[config.mk]
export PLATFORM = sky130hd
export DESIGN_NAME = seg_scan_ctrl
export DESIGN_NICKNAME = d
export VERILOG_FILES = /design/src/rtl/seg_scan_ctrl.sv
export SDC_FILE = /design/constraint.sdc
export NUM_CORES = 1
export LEC_CHECK = 0
export CAP_MARGIN = 20
export CORE_ASPECT_RATIO = 0.9
export CORE_MARGIN = 2
export CORE_UTILIZATION = 49
export CTS_CLUSTER_SIZE = 12
export DETAILED_ROUTE_END_ITERATION = 8
export PLACE_DENSITY = 0.71
export SYNTH_ARGS = -nofsm -noshare
export SYNTH_HDL_FRONTEND = slang
export SYNTH_SLANG_ARGS = --single-unit
export TNS_END_PERCENT = 30
[constraint.sdc]
create_clock -name clk -period 3.75 [get_ports clk]
set_input_delay 0.375 -clock clk [delete_from_list [all_inputs] [get_ports clk]]
set_output_delay 0.375 -clock clk [all_outputs]
set_load 0.01 [all_outputs]
[src/rtl/seg_scan_ctrl.sv]
// seg_scan_ctrl: refresh controller for a two-digit 7-segment display.
// Alternates digit A and digit B with an all-off gap between phases. Digit
// values are latched once per frame so a digit never changes mid-display.
module seg_scan_ctrl #(
  parameter int DIV            = 50000,
  parameter int BLANK          = 500,
  parameter int SEG_ACTIVE_LOW = 1
) (
  input  logic       clk,
  input  logic       rst,
  input  logic       en,
  input  logic [3:0] dig_a,
  input  logic [3:0] dig_b,
  input  logic       blank_a,
  input  logic       blank_b,
  output logic       sel,
  output logic [6:0] seg_a,
  output logic [6:0] seg_b,
  output logic       frame_tick
);

  localparam int MAX_N = (DIV > BLANK) ? DIV : BLANK;
  localparam int CNT_W = (MAX_N > 1) ? $clog2(MAX_N) : 1;
  localparam logic [CNT_W-1:0] DIV_LAST   = CNT_W'(DIV - 1);
  localparam logic [CNT_W-1:0] BLANK_LAST = CNT_W'(BLANK - 1);
  localparam logic [6:0] SEG_OFF = (SEG_ACTIVE_LOW != 0) ? 7'h7F : 7'h00;

  typedef enum logic [1:0] {
    SHOW_A = 2'd0,
    GAP_AB = 2'd1,
    SHOW_B = 2'd2,
    GAP_BA = 2'd3
  } state_t;

  // Hex digit to segment pattern, lit-by-1 form, bit0 = a ... bit6 = g.
  function automatic logic [6:0] hex_to_seg(input logic [3:0] v);
    logic [6:0] p;
    p = 7'h00;
    case (v)
      4'h0: p = 7'h3F;
      4'h1: p = 7'h06;
      4'h2: p = 7'h5B;
      4'h3: p = 7'h4F;
      4'h4: p = 7'h66;
      4'h5: p = 7'h6D;
      4'h6: p = 7'h7D;
      4'h7: p = 7'h07;
      4'h8: p = 7'h7F;
      4'h9: p = 7'h6F;
      4'hA: p = 7'h77;
      4'hB: p = 7'h7C;
      4'hC: p = 7'h39;
      4'hD: p = 7'h5E;
      4'hE: p = 7'h79;
      4'hF: p = 7'h71;
      default: p = 7'h00;
    endcase
    return p;
  endfunction

  // Final pin pattern for one digit, honouring its blank flag and polarity.
  function automatic logic [6:0] drive_seg(input logic dark, input logic [3:0] v);
    if (dark)
      return SEG_OFF;
    else if (SEG_ACTIVE_LOW != 0)
      return ~hex_to_seg(v);
    else
      return hex_to_seg(v);
  endfunction

  state_t           state_q, state_d;
  logic [CNT_W-1:0] cnt_q, cnt_d;
  logic [3:0]       sh_dig_a_q, sh_dig_a_d;
  logic [3:0]       sh_dig_b_q, sh_dig_b_d;
  logic             sh_blank_a_q, sh_blank_a_d;
  logic             sh_blank_b_q, sh_blank_b_d;
  logic             sel_q, sel_d;
  logic [6:0]       seg_a_q, seg_a_d;
  logic [6:0]       seg_b_q, seg_b_d;
  logic             tick_q, tick_d;
  logic [CNT_W-1:0] cnt_last;
  logic             phase_end;

  // State, counter, frame shadows and registered outputs.
  always_ff @(posedge clk or posedge rst) begin
    if (rst) begin
      state_q      <= GAP_BA;
      cnt_q        <= '0;
      sh_dig_a_q   <= 4'h0;
      sh_dig_b_q   <= 4'h0;
      sh_blank_a_q <= 1'b1;
      sh_blank_b_q <= 1'b1;
      sel_q        <= 1'b0;
      seg_a_q      <= SEG_OFF;
      seg_b_q      <= SEG_OFF;
      tick_q       <= 1'b0;
    end else begin
      state_q      <= state_d;
      cnt_q        <= cnt_d;
      sh_dig_a_q   <= sh_dig_a_d;
      sh_dig_b_q   <= sh_dig_b_d;
      sh_blank_a_q <= sh_blank_a_d;
      sh_blank_b_q <= sh_blank_b_d;
      sel_q        <= sel_d;
      seg_a_q      <= seg_a_d;
      seg_b_q      <= seg_b_d;
      tick_q       <= tick_d;
    end
  end

  // Next state and next outputs; outputs are derived from the state being
  // entered so they line up with it in the same cycle.
  always_comb begin
    state_d      = state_q;
    cnt_d        = cnt_q;
    sh_dig_a_d   = sh_dig_a_q;
    sh_dig_b_d   = sh_dig_b_q;
    sh_blank_a_d = sh_blank_a_q;
    sh_blank_b_d = sh_blank_b_q;
    sel_d        = sel_q;
    seg_a_d      = SEG_OFF;
    seg_b_d      = SEG_OFF;
    tick_d       = 1'b0;
    cnt_last     = (state_q == SHOW_A || state_q == SHOW_B) ? DIV_LAST : BLANK_LAST;
    phase_end    = (cnt_q == cnt_last);

    if (en) begin
      if (phase_end) begin
        cnt_d = '0;
        case (state_q)
          SHOW_A:  state_d = GAP_AB;
          GAP_AB:  state_d = SHOW_B;
          SHOW_B:  state_d = GAP_BA;
          default: state_d = SHOW_A;
        endcase
        // Frame boundary: latch the digits so the whole frame is consistent.
        if (state_q == GAP_BA) begin
          sh_dig_a_d   = dig_a;
          sh_dig_b_d   = dig_b;
          sh_blank_a_d = blank_a;
          sh_blank_b_d = blank_b;
          tick_d       = 1'b1;
        end
      end else begin
        cnt_d = cnt_q + 1'b1;
      end

      case (state_d)
        SHOW_A: begin
          sel_d   = 1'b1;
          seg_a_d = drive_seg(sh_blank_a_d, sh_dig_a_d);
        end
        GAP_AB:  sel_d = 1'b1;
        SHOW_B: begin
          sel_d   = 1'b0;
          seg_b_d = drive_seg(sh_blank_b_d, sh_dig_b_d);
        end
        default: sel_d = 1'b0;
      endcase
    end
  end

  assign sel        = sel_q;
  assign seg_a      = seg_a_q;
  assign seg_b      = seg_b_q;
  assign frame_tick = tick_q;

endmodule

# Yosys cells after proc, flatten, opt, wreduce, memory -nomap -nowiden
# Memories as Yosys holds them, arrays and structs flattened.
# Index checks and enable logic that the tools add are counted.
dict set report classes {
  n_reduce_logical 4
  add_sub_neg 1
  eq_ne 6
  bitwise 2
  mux 33
}
# operator count
set ops {}
lappend ops {{2-to-1 mux 7 bit} 12}
lappend ops {{2-to-1 mux 16 bit} 2}
lappend ops {{2-to-1 mux 4 bit} 6}
lappend ops {{adder 16 x 1 -> 16 bit, second input constant} 1}
lappend ops {{== test 16 bit} 1}
lappend ops {{inverter 7 bit} 2}
lappend ops {{2-to-1 mux 1 bit} 10}
lappend ops {{== test 2 bit, second input constant} 3}
lappend ops {{one-hot mux 2 bit (3 select lines)} 1}
lappend ops {{== test 2 x 1 -> 1 bit, second input constant} 2}
lappend ops {{zero test 2 bit} 2}
lappend ops {{2-to-1 mux 2 bit} 2}
lappend ops {{OR reduction 2 bit} 1}
lappend ops {{logical OR 1 bit} 1}
dict set report word_totals {
  memories 2
  elab_cells 58
  romBits 224
  ff_bits 44
  out_inout_bits 16
}
# name words word_bits read_ports rd_ports_with_merged_regs write_ports line
set mem_list {}
lappend mem_list {{(no name shown)} 16 7 1 0 0 39} ;# case (v)
lappend mem_list {{(no name shown)} 16 7 1 0 0 39}

# Longest topological paths before layout
# An unclocked memory read counts as a cell.
dict set report depth {
  depth_word 14
  depth_mapped 12
}

# Worst setup path after synthesis
# OpenSTA, ideal clock, no wires.
dict set report synth_timing {
  path_kind {reg2reg}
  from {register state_q[0]}
  to {register seg_b_q[3] (netlist: seg_b[3])}
  path_stages_with_launch 12
  setup_time_ns 0.080
  slack_ns 1.135
  required_time_ns 3.670
  arrival_ns 2.535
  cell_sequence {dfstp_2 and4bb_1 mux2i_2 nor4b_4 buf_6 buf_6 mux2_2 inv_1 ha_1 inv_1 a21o_1 o221ai_2}
}
dict set report synth_between {
  elab_chain_cells 14
}
# element line
set synth_rtl {}
lappend synth_rtl {{start: declaration} 71} ;# state_t state_q, state_d;
lappend synth_rtl {{start signal: assignment} 98} ;# state_q <= state_d;
lappend synth_rtl {{== test 2 bit or zero test 2 bit (tied branches)} {124, 130}}
lappend synth_rtl {{logical OR 1 bit} 124} ;# cnt_last = (state_q == SHOW_A || state_q == SHOW_B) ? DIV_LAST : BLANK_LAST;
lappend synth_rtl {{2-to-1 mux 16 bit} 124}
lappend synth_rtl {{== test 16 bit} 125} ;# phase_end = (cnt_q == cnt_last);
lappend synth_rtl {{2-to-1 mux 4 bit} 128} ;# if (phase_end) begin
lappend synth_rtl {{2-to-1 mux 4 bit} 127} ;# if (en) begin
lappend synth_rtl {{memory (16 x 7 bit)} -}
lappend synth_rtl {{2-to-1 mux 7 bit} 63} ;# if (dark)
lappend synth_rtl {{2-to-1 mux 7 bit} 148} ;# case (state_d)
lappend synth_rtl {{2-to-1 mux 7 bit} 127}
lappend synth_rtl {{inverter 7 bit} 66} ;# return ~hex_to_seg(v);
lappend synth_rtl {{2-to-1 mux 7 bit} 63}
lappend synth_rtl {{2-to-1 mux 7 bit *} 148}
lappend synth_rtl {{2-to-1 mux 7 bit *} 127}
lappend synth_rtl {{via seg_b_d[3]} 79} ;# logic [6:0] seg_b_q, seg_b_d;
lappend synth_rtl {{end signal: assignment} 106} ;# seg_b_q <= seg_b_d;
lappend synth_rtl {{end: declaration} 79}
# Mark *: on every way through the listed nets, which the timed path passes. The rest lies on a longest branch. The select of a mux whose other input is x is not followed.
# A chain may end at the register's enable or synchronous reset.

# Final worst setup path
dict set report layout_timing {
  from {register state_q[0]}
  to {register seg_a_q[3] (netlist: seg_a[3])}
}
dict set report layout_between {
  elab_chain_cells 14
}
# element line
set layout_rtl {}
lappend layout_rtl {{== test 2 bit or zero test 2 bit (tied branches)} {124, 130}}
lappend layout_rtl {{logical OR 1 bit} 124}
lappend layout_rtl {{2-to-1 mux 16 bit} 124}
lappend layout_rtl {{== test 16 bit} 125}
lappend layout_rtl {{2-to-1 mux 4 bit} 128}
lappend layout_rtl {{2-to-1 mux 4 bit} 127}
lappend layout_rtl {{memory (16 x 7 bit)} -}
lappend layout_rtl {{2-to-1 mux 7 bit} 63}
lappend layout_rtl {{2-to-1 mux 7 bit} 148}
lappend layout_rtl {{2-to-1 mux 7 bit} 127}
lappend layout_rtl {{inverter 7 bit} 66}
lappend layout_rtl {{2-to-1 mux 7 bit} 63}
lappend layout_rtl {{2-to-1 mux 7 bit *} 148}
lappend layout_rtl {{2-to-1 mux 7 bit *} 127}
lappend layout_rtl {{via seg_a_d[3]} 78} ;# logic [6:0] seg_a_q, seg_a_d;
lappend layout_rtl {{end signal: assignment} 105} ;# seg_a_q <= seg_a_d;
lappend layout_rtl {{end: declaration} 78}
# Marked as above.

==> results_dict.tcl <==
set metrics [dict create \
    root_buffer "clkbuf_8" \
    cts_buffers 5 \
    fmax_ghz 0.344 \
    crit_required_ns 3.96 \
    synthesis.instances 247 \
    cap_violations 0 \
    path_buf_inv 2 \
    min_path_type "register to register" \
    cts_max_path_buffers 2 \
    start_kind "register" \
    io_pins 29 \
    grt_setup_unrepaired "false" \
    instances_no_fill 345 \
    finalSetupTns_ns 0 \
    p_leak_nw 1.34 \
    drtIter0Drc 86 \
    gp_congestion 0.816 \
    antenna_cells 0 \
    nets 306 \
    ys_seq_area_share_pct 42.0 \
    slew_headroom_pct 42.4 \
    port_buffers 28 \
    drv_slew 0 \
    ctsHoldBuffers 0 \
    fin_util_pct 59.2 \
    wl_per_cell_um 14.6 \
    n_fill_cell 455 \
    crit_path_end_kind "register" \
    regArea_sq_um 1120 \
    cts_sinks 44 \
    path_common_cell "mux2i_1" \
    holdWs_ns 0.497 \
    vias 1900 \
    yosysWarnings 0 \
    post-place-ws_ns 0.900 \
    ys.flop_type "dfrtp_1" \
    dieArea_sq_um 6070 \
    crit_arrival_ns 3.12 \
    synth-edff-count 0 \
    wl_um 5030 \
    grt_pass1_wl_um 8420 \
    syn_area_sq_um 2680 \
    num_rows 25 \
    drc 0 \
    cts_tree "yes" \
    die_w_um 81.9 \
    synth-async-reset-ratio_pct 100 \
    p_per_area_nw_per_um2 335 \
    grt_use_total_pct 18.1 \
    die_y_um 74.1 \
    path_delay_family "multiplexers" \
    cts-resized-gates 0 \
    dpl.cell_count 337 \
    ant_nets 0 \
    netlist_top_cells_count "26 x dfrtp_1, 20 x mux2i_1, 18 x dfstp_2, 18 x nor2_1, 17 x inv_1" \
    grt_pass1_vias 1865 \
    slowest_delay_ns 0.62 \
    finalClockSkew_ns 0.0126 \
    ys_ff_latch 44 \
    setup_slack_ns 0.840 \
    ys_types 46 \
    synth_fp_nets 276 \
    core_area_sq_um 5260 \
    drive_gt1_share_pct 15.5 \
    tightest_slew_ns 0.840 \
    yosysMostFrequentCell "dfrtp_1" \
    multiInputGateArea_sq_um 1420 \
    antenna_found_initial 0 \
    clkLatencyLatePin_ns 0.31 \
    hpwlAfterDp_um 3560 \
    yosys.area.top_type "dfrtp_1" \
    overflow 0 \
    htree_levels 2 \
    worstSetupPathType "register to register" \
    routed_via_density 5.51 \
    setup_viol 0 \
    firstDrtPassIters 4 \
    fin_crit_ns 2.91 \
    status "complete, no violations" \
    postCtsSetupBuffers 0 \
    start_util_pct 50.9 \
    syn_to_final_growth_pct 16.2 \
    synth_top_cell_area_share_pct 24.3 \
    peakVddDrop_v 0.000193 \
    clkTransAtPathRegs_ns 0.09 \
    worstPathCellList "and4bb_1 -> mux2i_2 -> nor4b_4 -> buf_4 -> mux2i_1 -> inv_1 -> ha_1 -> mux2i_1 -> o211ai_1" \
    period_share_pct 77.6 \
    synth_area_leaders "dfrtp_1 24%, dfstp_2 18%, ha_1 7.5%" \
    grt_max_degree 45 \
    crit_fanout 20 \
    finalHoldViolCount 0 \
    cp_slowest_cell "dfstp_2" \
    postSynthAreaPerCell_sq_um 10.8 \
]
[worst paths after layout]
kind | endpoint | slack, ns | cells after the start | start
min in group asynchronous | cnt_q[14] | 0.51 | 3 | rst
hold reg to reg | sh_dig_a_q[0] | 0.50 | 1 | sh_dig_a_q[0]
setup / recovery | seg_a[3] | 0.84 | 9 | state_q[0]
setup reg to reg | seg_a[3] | 0.84 | 9 | state_q[0]
max in group asynchronous | seg_a[6] | 2.84 | 3 | rst
hold / removal | sh_dig_a_q[0] | 0.50 | 1 | sh_dig_a_q[0]
[registers in the layout, indices dropped and copies added, names as in the netlist]
| signal | cells |
|---|---|
| state_q | 2 |
| cnt_q | 16 |
| sel | 1 |
| seg_b | 7 |
| sh_blank_b_q | 1 |
| sh_blank_a_q | 1 |
| sh_dig_a_q | 4 |
| seg_a | 7 |
| sh_dig_b_q | 4 |
| frame_tick | 1 |
[where the power goes]
| part | internal, mW | switching (mW) | leakage, nW | total (mW) |
|---|---|---|---|---|
| clock | 0.198 | 0.170 | 0.0552 | 0.368 |
| sequential | 0.509 | 0.0402 | 0.528 | 0.549 |
| combinational | 0.0646 | 0.0593 | 0.754 | 0.124 |
| total | 0.771 | 0.270 | 1.34 | 1.04 |
[per-stage QoR]
step	total power, mW	area [sq um]
4_1_cts	1.05	3110
3_3_place_gp	0.678	3000
6_report	1.04	3110
5_1_grt	1.09	3110
3_5_place_dp	0.684	3000
2_1_floorplan	0.636	2680
[final cells by class]
class | count | share of cell area [%]
Multi-Input combinational cell | 176 | 45.6
Timing Repair Buffer | 32 | 9.98
Clock buffer | 6 | 2.33
Inverter | 18 | 2.17
Sequential cell | 44 | 36.1
Tap cell | 67 | 2.70
Clock inverter | 2 | 1.13
[cell usage in the layout, fill, tap and decap left out, types with 2 or more instances in the layout]
cell,n
o221ai_1,6
buf_4,4
o21ai_1,7
xnor2_1,8
a21o_1,2
ha_1,16
or3_1,3
mux2_1,10
xor2_1,5
nor3_1,5
clkdlybuf4s50_1,28
clkbuf_8,5
nand3_1,11
nor2_1,18
mux2i_2,2
nor2b_1,5
inv_1,16
and2_1,2
dfstp_2,18
mux2_2,6
nand2_1,14
dfrtp_1,26
and3_1,6
o211ai_1,3
mux2i_1,20
nand4_1,3
o22ai_1,3
and4bb_1,4
o311ai_1,2
[cell families after synthesis]
logic type | Yosys count | synth area share [%]
flip-flops | 44 | 42.0
AO/OA/AOI/OAI | 30 | 9.02
adder cells (fa/ha/maj) | 16 | 7.48
AND/OR/NAND/NOR | 78 | 16.4
XOR/XNOR | 13 | 4.25
multiplexers | 39 | 15.8
buffers and inverters | 27 | 5.05
[metal layers]
layer / part of all wire [%] / global-route usage, %
met1: 48 / 23.8
met2: 46 / 29.8
met3: 4.3 / 3.88
met4: 1.4 / 6.11
met5: 0 / 0
No activity file was read; power rests on OpenSTA's default activity.
